`src/rtl/rs_dispatch_select.sv`:
```
// -----------------------------------------------------------------------------
// rs_dispatch_select
//
// Collapses per-reservation-station status back into encoded results for the
// issue logic and the functional unit (FU).
//   * Allocation: reports the lowest-index free station (combinational).
//   * Dispatch:   round-robin picks one operand-ready station, registers its
//                 opcode/operands/tag into a single output stage toward the FU
//                 (valid/ready handshake) and pulses a one-hot clear back to
//                 the winning station in the same cycle.
//
// Ports
//   clk, reset_n        clock (rising edge) and async active-low reset
//   flush               synchronous pipeline flush: empties the stage, ptr -> 0
//   rs_busy, rs_ready   per-station occupancy and operands-ready flags
//   rs_opcode/Vj/Vk/dest  per-station payload, station i at [i*W +: W]
//   alloc_valid/alloc_id  some station free / lowest free station id
//   grant_clear         one-hot clear pulse for the station being dispatched
//   fu_ready            FU accepts the output stage this cycle
//   fu_valid, fu_*      registered output stage, fu_rs_id = source station
// -----------------------------------------------------------------------------
module rs_dispatch_select #(
  parameter int NUM_RS     = 3,
  parameter int DATA_WIDTH = 16,
  parameter int TAG_WIDTH  = 3,
  parameter int OP_WIDTH   = 4
) (
  input  logic                         clk,
  input  logic                         reset_n,
  input  logic                         flush,
  input  logic [NUM_RS-1:0]            rs_busy,
  input  logic [NUM_RS-1:0]            rs_ready,
  input  logic [NUM_RS*OP_WIDTH-1:0]   rs_opcode,
  input  logic [NUM_RS*DATA_WIDTH-1:0] rs_Vj,
  input  logic [NUM_RS*DATA_WIDTH-1:0] rs_Vk,
  input  logic [NUM_RS*TAG_WIDTH-1:0]  rs_dest,
  output logic                         alloc_valid,
  output logic [2:0]                   alloc_id,
  output logic [NUM_RS-1:0]            grant_clear,
  input  logic                         fu_ready,
  output logic                         fu_valid,
  output logic [OP_WIDTH-1:0]          fu_opcode,
  output logic [DATA_WIDTH-1:0]        fu_Vj,
  output logic [DATA_WIDTH-1:0]        fu_Vk,
  output logic [TAG_WIDTH-1:0]         fu_dest,
  output logic [2:0]                   fu_rs_id
);

  localparam int                ID_W     = 3;
  localparam logic [ID_W:0]     NUM_RS_W = (ID_W+1)'(NUM_RS);
  localparam logic [NUM_RS-1:0] ONE_HOT0 = NUM_RS'(1);

  // ---------------------------------------------------------------------------
  // Allocation: lowest-index station whose busy bit is low.
  // ---------------------------------------------------------------------------
  // NOTE: every variable written in an always_comb gets a default first, so no
  // path leaves it unassigned and no latch is inferred.
  always_comb begin
    alloc_id = '0;
    for (int i = NUM_RS - 1; i >= 0; i--) begin
      if (!rs_busy[i]) alloc_id = ID_W'(i);
    end
  end

  assign alloc_valid = ~&rs_busy;

  // ---------------------------------------------------------------------------
  // Output-stage state
  // ---------------------------------------------------------------------------
  logic                  fu_valid_q,  fu_valid_d;
  logic [OP_WIDTH-1:0]   fu_opcode_q, fu_opcode_d;
  logic [DATA_WIDTH-1:0] fu_vj_q,     fu_vj_d;
  logic [DATA_WIDTH-1:0] fu_vk_q,     fu_vk_d;
  logic [TAG_WIDTH-1:0]  fu_dest_q,   fu_dest_d;
  logic [ID_W-1:0]       fu_rs_id_q,  fu_rs_id_d;
  logic [ID_W-1:0]       ptr_q,       ptr_d;

  // The stage can take a new entry when it is empty or draining this cycle.
  logic load_en;
  assign load_en = !flush && (!fu_valid_q || fu_ready);

  // ---------------------------------------------------------------------------
  // Round-robin search: rotate the eligible vector so the pointer lands on
  // bit 0, take the first set bit, then add the pointer back (mod NUM_RS).
  // ---------------------------------------------------------------------------
  logic [NUM_RS-1:0]   eligible;
  logic [2*NUM_RS-1:0] elig_dbl;
  logic [NUM_RS-1:0]   elig_rot;
  logic                found;
  logic [ID_W-1:0]     off;
  logic [ID_W:0]       win_sum, win_wrap, ptr_inc;
  logic [ID_W-1:0]     win, ptr_nxt;

  assign eligible = rs_ready & rs_busy;
  assign elig_dbl = {eligible, eligible} >> ptr_q;
  assign elig_rot = elig_dbl[NUM_RS-1:0];

  always_comb begin
    found = 1'b0;
    off   = '0;
    for (int j = 0; j < NUM_RS; j++) begin
      if (!found && elig_rot[j]) begin
        found = 1'b1;
        off   = ID_W'(j);
      end
    end
  end

  assign win_sum  = {1'b0, ptr_q} + {1'b0, off};
  assign win_wrap = win_sum - NUM_RS_W;
  assign win      = (win_sum >= NUM_RS_W) ? win_wrap[ID_W-1:0] : win_sum[ID_W-1:0];
  assign ptr_inc  = {1'b0, win} + (ID_W+1)'(1);
  assign ptr_nxt  = (ptr_inc >= NUM_RS_W) ? '0 : ptr_inc[ID_W-1:0];

  // Gated by reset_n so no station is cleared while the block is held in reset.
  assign grant_clear = (reset_n && load_en && found) ? (ONE_HOT0 << win) : '0;

  // Payload mux for the winning station.
  logic [OP_WIDTH-1:0]   op_sel;
  logic [DATA_WIDTH-1:0] vj_sel, vk_sel;
  logic [TAG_WIDTH-1:0]  dest_sel;

  always_comb begin
    op_sel   = '0;
    vj_sel   = '0;
    vk_sel   = '0;
    dest_sel = '0;
    for (int i = 0; i < NUM_RS; i++) begin
      if (win == ID_W'(i)) begin
        op_sel   = rs_opcode[i*OP_WIDTH   +: OP_WIDTH];
        vj_sel   = rs_Vj    [i*DATA_WIDTH +: DATA_WIDTH];
        vk_sel   = rs_Vk    [i*DATA_WIDTH +: DATA_WIDTH];
        dest_sel = rs_dest  [i*TAG_WIDTH  +: TAG_WIDTH];
      end
    end
  end

  // ---------------------------------------------------------------------------
  // Next-state: hold by default (stall), flush empties the stage, a load
  // either captures the winner or empties the stage when nothing is eligible.
  // ---------------------------------------------------------------------------
  always_comb begin
    fu_valid_d  = fu_valid_q;
    fu_opcode_d = fu_opcode_q;
    fu_vj_d     = fu_vj_q;
    fu_vk_d     = fu_vk_q;
    fu_dest_d   = fu_dest_q;
    fu_rs_id_d  = fu_rs_id_q;
    ptr_d       = ptr_q;
    if (flush) begin
      fu_valid_d = 1'b0;
      ptr_d      = '0;
    end else if (load_en) begin
      if (found) begin
        fu_valid_d  = 1'b1;
        fu_opcode_d = op_sel;
        fu_vj_d     = vj_sel;
        fu_vk_d     = vk_sel;
        fu_dest_d   = dest_sel;
        fu_rs_id_d  = win;
        ptr_d       = ptr_nxt;
      end else begin
        fu_valid_d = 1'b0;
      end
    end
  end

  // NOTE: sequential state uses non-blocking assignments so every register
  // samples pre-edge values regardless of process ordering.
  always_ff @(posedge clk or negedge reset_n) begin
    if (!reset_n) begin
      fu_valid_q  <= 1'b0;
      fu_opcode_q <= '0;
      fu_vj_q     <= '0;
      fu_vk_q     <= '0;
      fu_dest_q   <= '0;
      fu_rs_id_q  <= '0;
      ptr_q       <= '0;
    end else begin
      fu_valid_q  <= fu_valid_d;
      fu_opcode_q <= fu_opcode_d;
      fu_vj_q     <= fu_vj_d;
      fu_vk_q     <= fu_vk_d;
      fu_dest_q   <= fu_dest_d;
      fu_rs_id_q  <= fu_rs_id_d;
      ptr_q       <= ptr_d;
    end
  end

  assign fu_valid  = fu_valid_q;
  assign fu_opcode = fu_opcode_q;
  assign fu_Vj     = fu_vj_q;
  assign fu_Vk     = fu_vk_q;
  assign fu_dest   = fu_dest_q;
  assign fu_rs_id  = fu_rs_id_q;

endmodule
```
`config.mk`:
```
export PLATFORM = sky130hd
export DESIGN_NAME = rs_dispatch_select
export DESIGN_NICKNAME = d
export VERILOG_FILES = /design/src/rtl/rs_dispatch_select.sv
export SDC_FILE = /design/constraint.sdc
export NUM_CORES = 1
export LEC_CHECK = 0
export ABC_AREA = 1
export BUFFER_PORTS_ARGS = -buffer_cell sky130_fd_sc_hd__buf_2
export CAP_MARGIN = 20
export CORE_MARGIN = 8
export CORE_UTILIZATION = 45
export CTS_CLUSTER_SIZE = 8
export DETAILED_ROUTE_END_ITERATION = 12
export PLACE_DENSITY = 0.92
export SYNTH_ARGS = -nofsm -noshare
export SYNTH_HDL_FRONTEND = slang
export SYNTH_SLANG_ARGS = --single-unit
```
`constraint.sdc`:
```
create_clock -name clk -period 4.13 [get_ports clk]
set_input_delay 0.413 -clock clk [delete_from_list [all_inputs] [get_ports clk]]
set_output_delay 0.413 -clock clk [all_outputs]
set_load 0.02 [all_outputs]
```
==> results of run 1 <==
==> stage by stage <==
stage / setup TNS [ps] / total power, mW / setup slack, ps / hold slack [ps] / instances
6_report: 0 / 3.93 / 206 / 209 / 719
5_1_grt: -21.5 / 4.33 / -21.5 / 257 / 719
4_1_cts: 0 / 3.90 / 72.2 / 223 / 716
3_5_place_dp: 0 / 3.62 / 348 / 460 / 708
3_3_place_gp: 0 / 3.50 / 554 / 458 / 708
2_1_floorplan: 0 / 2.95 / 681 / 117 / 458
==> cell families after synthesis <==
family          count (synthesis)  share of synthesized area (%)
fa+ha+maj                       8                           3.41
flops                          46                           36.5
buf+inv                        52                           8.21
compound gates                  8                           1.35
simple gates                  343                           50.4
other cells                     1                          0.119
==> worst register-to-register path, delay by kind of cell (launching register included) <==
family	cells	cell delay, ps
AO/OA/AOI/OAI	1	140
buffers and inverters	6	650
adder cells (fa/ha/maj)	4	1030
AND/OR/NAND/NOR	11	1270
flip-flops	1	440
==> flip-flops by register name (all words and copies together) (netlist names) <==
| name | cells |
|---|---|
| fu_Vk | 16 |
| fu_dest | 3 |
| fu_rs_id | 3 |
| ptr_q | 3 |
| fu_valid | 1 |
| fu_Vj | 16 |
| fu_opcode | 4 |
==> where the power goes <==
group          internal, mW  switching, mW
combinational          1.00           1.88
sequential            0.650          0.110
clock                 0.135          0.145
==> final timing paths <==
kind / endpoint / slack, ps / cells after the start
setup / recovery: grant_clear[2] / 210 / 20
setup reg to reg: fu_Vk[2] / 490 / 22
hold / removal: fu_Vk[6] / 210 / 2
hold reg to reg: fu_Vj[0] / 480 / 2
max in group asynchronous: ptr_q[1] / 3490 / 2
min in group clk: fu_valid / 370 / 2
==> repair_timing <==
| action | CTS | global route |
|---|---|---|
| resized for setup | 0 | 8 |
| setup endpoints to repair | 0 | 4 |
| buffers inserted | 0 | 3 |
==> routing by layer <==
layer	up-vias	global-route usage, %
met1	1668	21.8
met3	16	5.59
met4	0	5.94
li1	1803	-
met5	-	0
met2	158	36.6
==> placed cells by master, fill, tap and decap left out, types with 2 or more instances in the layout <==
cell type and instances:
inv_1 16, o21ai_0 6, buf_2 174, buf_4 13, dfrtp_2 2, nand4_1 4
nand3_1 130, or2_1 29, nor2_2 3, dfrtp_1 44, ha_1 7, nand2_2 2
nor2_1 8, inv_2 6, clkbuf_8 6, nand2_1 153, or2_0 10
==> synth_stat cells <==
cell,instances,area share [%]
o21ai_0,6,0.95
nand2_1,153,18
conb_1,1,0.12
dfrtp_1,46,37
or2_1,29,5.8
clkbuf_1,4,0.48
or2_0,10,2.0
clkbuf_2,2,0.32
nand3_2,1,0.32
o31ai_1,1,0.24
nor2_1,9,1.1
nand4_1,4,0.79
nand3b_1,1,0.24
a21oi_1,1,0.16
inv_2,4,0.48
nor2_2,3,0.60
buf_2,16,2.5
nand2_2,2,0.40
nand3_1,130,21
buf_6,3,1.1
fa_1,1,0.63
ha_1,7,2.8
buf_4,5,1.2
inv_1,18,2.1
nand4_2,1,0.40
==> area by class of cell <==
| cell class | count | area share [%] |
|---|---|---|
| clock inverters | 1 | 0.120 |
| well taps | 96 | 2.88 |
| clock buffers | 7 | 2.07 |
| repair buffers | 187 | 23.2 |
| inverters | 22 | 1.98 |
| multi-input cells | 360 | 42.1 |
| flip-flops and latches | 46 | 27.7 |
==> impl_metrics.py, run 1 <==
metrics = {
    "route": {
        "drt_iter0_drc": 140,
        "routed.top_layer": "met4",
        "wirelength_um": 10300,
        "avgViaCountPerCell": 5.07,
        "route.vias.total": 3645,
        "dr_wl_met3_um": 754,
        "dr_wl_met2_um": 5210,
        "first_pass_iters": 4,
        "ant_nets": 0,
        "wl_per_cell_um": 14.3,
        "met1Wirelength_um": 4180,
        "drc": 0,
    },
    "timing": {
        "clock.fmax_ghz": 0.255,
        "slew_headroom_pct": 55.7,
        "hold_viol_final": 0,
        "finalSetupViolations": 0,
        "worstMarginPinSlew_ps": 664,
        "post-route-period-util_pct": 95.0,
        "drv_slew": 0,
        "fin_crit_ps": 3920,
        "skew_ps": 3.76,
    },
    "cells_and_area": {
        "n_fill_cell": 628,
        "syn_to_final_growth_pct": 32.3,
        "final_layout_size_suffix_gt1_share_pct": 33.9,
        "diodes": 0,
        "nets": 757,
        "multiInputGateArea_um2": 1750,
        "ff_latch_area_um2": 1150,
        "fin_util_pct": 61.4,
        "fin_area_um2": 4170,
    },
    "synthesis": {
        "synthesis.nets": 593,
        "ys_warn_count": 0,
        "synth_area_um2": 3150,
        "yosysUniqueCellTypes": 25,
        "ys_seq_area_share_pct": 36.5,
        "avgSynthCellArea_um2": 6.88,
        "synth-seq-cells": 46,
        "synthCells": 458,
    },
    "floorplanning": {
        "die_y_um": 99.7,
        "die_width_um": 99.7,
        "core-area_um2": 6790,
        "io_pins": 177,
        "rows": 30,
        "dieArea_um2": 9940,
        "initial_utilization_pct": 46.4,
    },
    "grt": {
        "overflow": 0,
        "global_route.usage.total_pct": 20.0,
        "grt_pass1_wl_um": 16600,
        "antenna_found_initial": 0,
        "grt_pass1_vias": 3750,
        "grt_max_degree": 48,
    },
    "clock_tree": {
        "cts_max_path_buffers": 2,
        "cts_tree": "done",
        "clk_pin_slew_ps": 80,
        "cts_max_level": 2,
        "cts_buffers": 5,
        "ctsHoldBuffers": 0,
        "cts.sink_count": 46,
        "clkLatencyLatePin_ps": 290,
        "root_buffer": "clkbuf_8",
    },
    "worst_setup_path": {
        "crit_slowest_cell": "fa_1",
        "start_kind": "flop",
        "worstPathCellList": "inv_2 > nand2_1 > nand3_1 > nand3_1 > nand2_1 > a21oi_2 > ha_1 > fa_1 > ha_1 > inv_2 > nand3_1 > nand2_1 > nand2_1 > inv_2 > ha_1 > inv_1 > nor2_2 > inv_2 > nor2_1 > buf_4",
        "crit_path_max_incr_delay_ps": 450,
        "crit_arrival_ps": 3510,
        "crit_buf_inv": 6,
        "crit_family": "adder cells",
        "rr_startpoint": "ptr_q[0]",
        "crit_fanout": 7,
        "crit_path_start": "ptr_q[0]",
        "worstPathRequired_ps": 3720,
        "critPathKind": "flop to primary output",
        "end_kind": "primary output",
    },
    "pwr": {
        "power_density_nw_per_um2": 941,
        "ir_drop_mv": 0.645,
        "cellLeakagePower_nw": 2.37,
    },
    "run_status": {
        "run_status": "finished clean",
    },
    "place": {
        "routabilityCongestion": 0.835,
        "dpl.hpwl_um": 7880,
        "dpl_cell_area_um2": 4040,
        "numPortBuffers": 175,
    },
    "run": {
        "max_cap_violations": 0,
    },
    "min_path": {
        "hold_path.class": "primary input to asynchronous set/reset pin",
    },
}
(Power assumes the default switching activity.)
==> inputs of run 2 (changes only) <==
--- a/config.mk
+++ b/config.mk
@@ -9,10 +9,10 @@
 export BUFFER_PORTS_ARGS = -buffer_cell sky130_fd_sc_hd__buf_2
 export CAP_MARGIN = 20
 export CORE_MARGIN = 8
-export CORE_UTILIZATION = 45
+export CORE_UTILIZATION = 40
 export CTS_CLUSTER_SIZE = 8
 export DETAILED_ROUTE_END_ITERATION = 12
-export PLACE_DENSITY = 0.92
+export PLACE_DENSITY = 0.85
 export SYNTH_ARGS = -nofsm -noshare
 export SYNTH_HDL_FRONTEND = slang
 export SYNTH_SLANG_ARGS = --single-unit
==> run 2 against run 1 <==
Net effect:
- global-route usage fell by 1.9 points
- total power rose by 0.35%
- register-to-register slack improved by 70 ps
- final area barely moved
- worst hold slack got worse by 5.0 ps
- non-clock buffer count fell by 3
- sequential share of layout area barely moved
- die area rose by 10%
- via count rose by 0.14%
- routed wire length fell by 0.17%
- clock power rose by 14%
- critical endpoint is now grant_clear[0]
- largest cell class unchanged
- highest routed layer unchanged
==> impl_metrics.py, run 2 (synthesized netlist as in run 1, its figures left out) <==
metrics = {
    "grt": {
        "global_route.usage.total_pct": 18.1,
        "antenna_found_initial": 0,
        "grt_pass1_vias": 3682,
        "grt_pass1_wl_um": 17000,
        "overflow": 0,
        "grt_max_degree": 48,
    },
    "timing": {
        "skew_ps": 11.6,
        "post-route-period-util_pct": 92.5,
        "fin_crit_ps": 3820,
        "drv_slew": 0,
        "slew_headroom_pct": 55.0,
        "clock.fmax_ghz": 0.262,
        "fin_tns_setup_ps": 0,
        "finalSetupViolations": 0,
        "worstMarginPinSlew_ps": 675,
        "hold_viol_final": 0,
        "rsz0062_at_grt": "no",
    },
    "cells_and_area": {
        "syn_to_final_growth_pct": 32.3,
        "final_layout_size_suffix_gt1_share_pct": 34.0,
        "nets": 754,
        "n_fill_cell": 785,
        "final_cell_mix": "174 x buf_2, 153 x nand2_1, 130 x nand3_1",
        "diodes": 0,
        "layout_commonest_cell": "buf_2",
        "fin_cells": 722,
    },
    "clock_tree": {
        "cts_max_level": 2,
        "clk_pin_slew_ps": 90,
        "cts_max_path_buffers": 2,
        "clkLatencyLatePin_ps": 290,
        "cts.sink_count": 46,
        "cts_buffers": 5,
        "cts_setup_buffers": 0,
        "root_buffer": "clkbuf_8",
        "ctsHoldBuffers": 0,
        "cts_tree": "done",
    },
    "route": {
        "avgViaCountPerCell": 5.06,
        "first_pass_iters": 4,
        "drt_iter0_drc": 122,
        "routed.top_layer": "met4",
        "drc": 0,
        "dr_wl_met3_um": 638,
        "met1Wirelength_um": 4100,
        "dr_wl_met2_um": 5380,
        "route.vias.total": 3650,
        "wirelength_um": 10300,
        "wl_per_cell_um": 14.2,
        "ant_nets": 0,
    },
    "floorplanning": {
        "dieArea_um2": 11000,
        "core-area_um2": 7690,
        "die_y_um": 105,
        "initial_utilization_pct": 41.0,
        "die_width_um": 105,
        "io_pins": 177,
        "rows": 32,
    },
    "worst_setup_path": {
        "worstPathRequired_ps": 3720,
        "crit_arrival_ps": 3410,
        "critPathKind": "flop to primary output",
        "crit_fanout": 9,
        "end_kind": "primary output",
        "worstPathCellList": "inv_1 > nand3_1 > nand3_1 > nand2_1 > a21oi_1 > ha_2 > fa_1 > ha_2 > inv_2 > nand3_1 > nand2_1 > nand2_1 > inv_2 > ha_1 > inv_1 > nor2_2 > inv_1 > nor2_1 > buf_4",
        "crit_path_max_incr_delay_ps": 490,
        "rrSetupSlack_ps": 560,
        "start_kind": "flop",
        "crit_slowest_cell": "dfrtp_2",
    },
    "run_status": {
        "run_status": "finished clean",
    },
    "min_path": {
        "hold_path.class": "primary input to asynchronous set/reset pin",
    },
    "place": {
        "dp.cells": 714,
        "dpl.hpwl_um": 8020,
        "routabilityCongestion": 0.793,
        "numPortBuffers": 175,
    },
    "pwr": {
        "cellLeakagePower_nw": 2.36,
        "ir_drop_mv": 0.385,
        "power_density_nw_per_um2": 944,
        "p_total_mw": 3.94,
    },
    "run": {
        "max_cap_violations": 0,
    },
}
run 2: cell types whose count changed in the layout (fill, tap and decap cells not counted), sizes merged:
cell,before,now
buf,187,184
clkbuf,7,8
clkinv,1,0
run 2: worst paths after layout:
kind,from,to,depth (start not counted)
setup reg to reg,ptr_q[1],fu_Vj[7],21
hold / removal,reset_n,fu_Vj[6],2
hold reg to reg,fu_opcode[0],fu_opcode[0],2
max in group asynchronous,reset_n,ptr_q[1],2
min in group clk,flush,fu_valid,2
setup / recovery,ptr_q[1],grant_clear[0],19
run 2: repair_timing:
| action | 4_1_cts | 5_1_grt |
|---|---|---|
| endpoints found under the setup margin | 0 | 3 |
| resized for setup | 0 | 9 |
| endpoints found under the hold margin | 0 | 0 |
run 2: cell type report:
| cell class | count | area [µm²] | share of cell area (%) |
|---|---|---|---|
| multi-input cells | 360 | 1750 | 42.0 |
| well taps | 102 | 128 | 3.06 |
| clock buffers | 8 | 110 | 2.64 |
| inverters | 22 | 82.6 | 1.98 |
| repair buffers | 184 | 946 | 22.7 |
| flip-flops and latches | 46 | 1150 | 27.6 |
run 2: through the flow:
step | setup WS, ps | hold slack, ps | util [%] | instance area [µm²]
after CTS | 133 | 217 | 54.1 | 4160
after global routing | 11.3 | 260 | 54.3 | 4170
after global placement | 576 | 459 | 52.7 | 4050
final | 309 | 204 | 54.3 | 4170
after floorplan | 681 | 117 | - | 3150
after detailed placement | 398 | 461 | 52.7 | 4050
run 2: critical path: cells and delay by family (launching register included):
family	cells	cell delay (ps)
fa+ha+maj	4	1030
simple gates	8	860
buf+inv	6	600
flops	1	490
compound gates	1	140
run 2: power by group:
group	switching (mW)	leakage (nW)	total [mW]	internal (mW)
clock network	0.149	0.0575	0.318	0.169
registers	0.107	0.585	0.757	0.650
logic	1.87	1.72	2.86	0.991
run 2: metal layers:
metal	track usage, %	up-vias
li1	-	1803
met1	19.7	1690
met2	33.5	141
met3	4.91	16
met4	4.89	0
met5	0	-
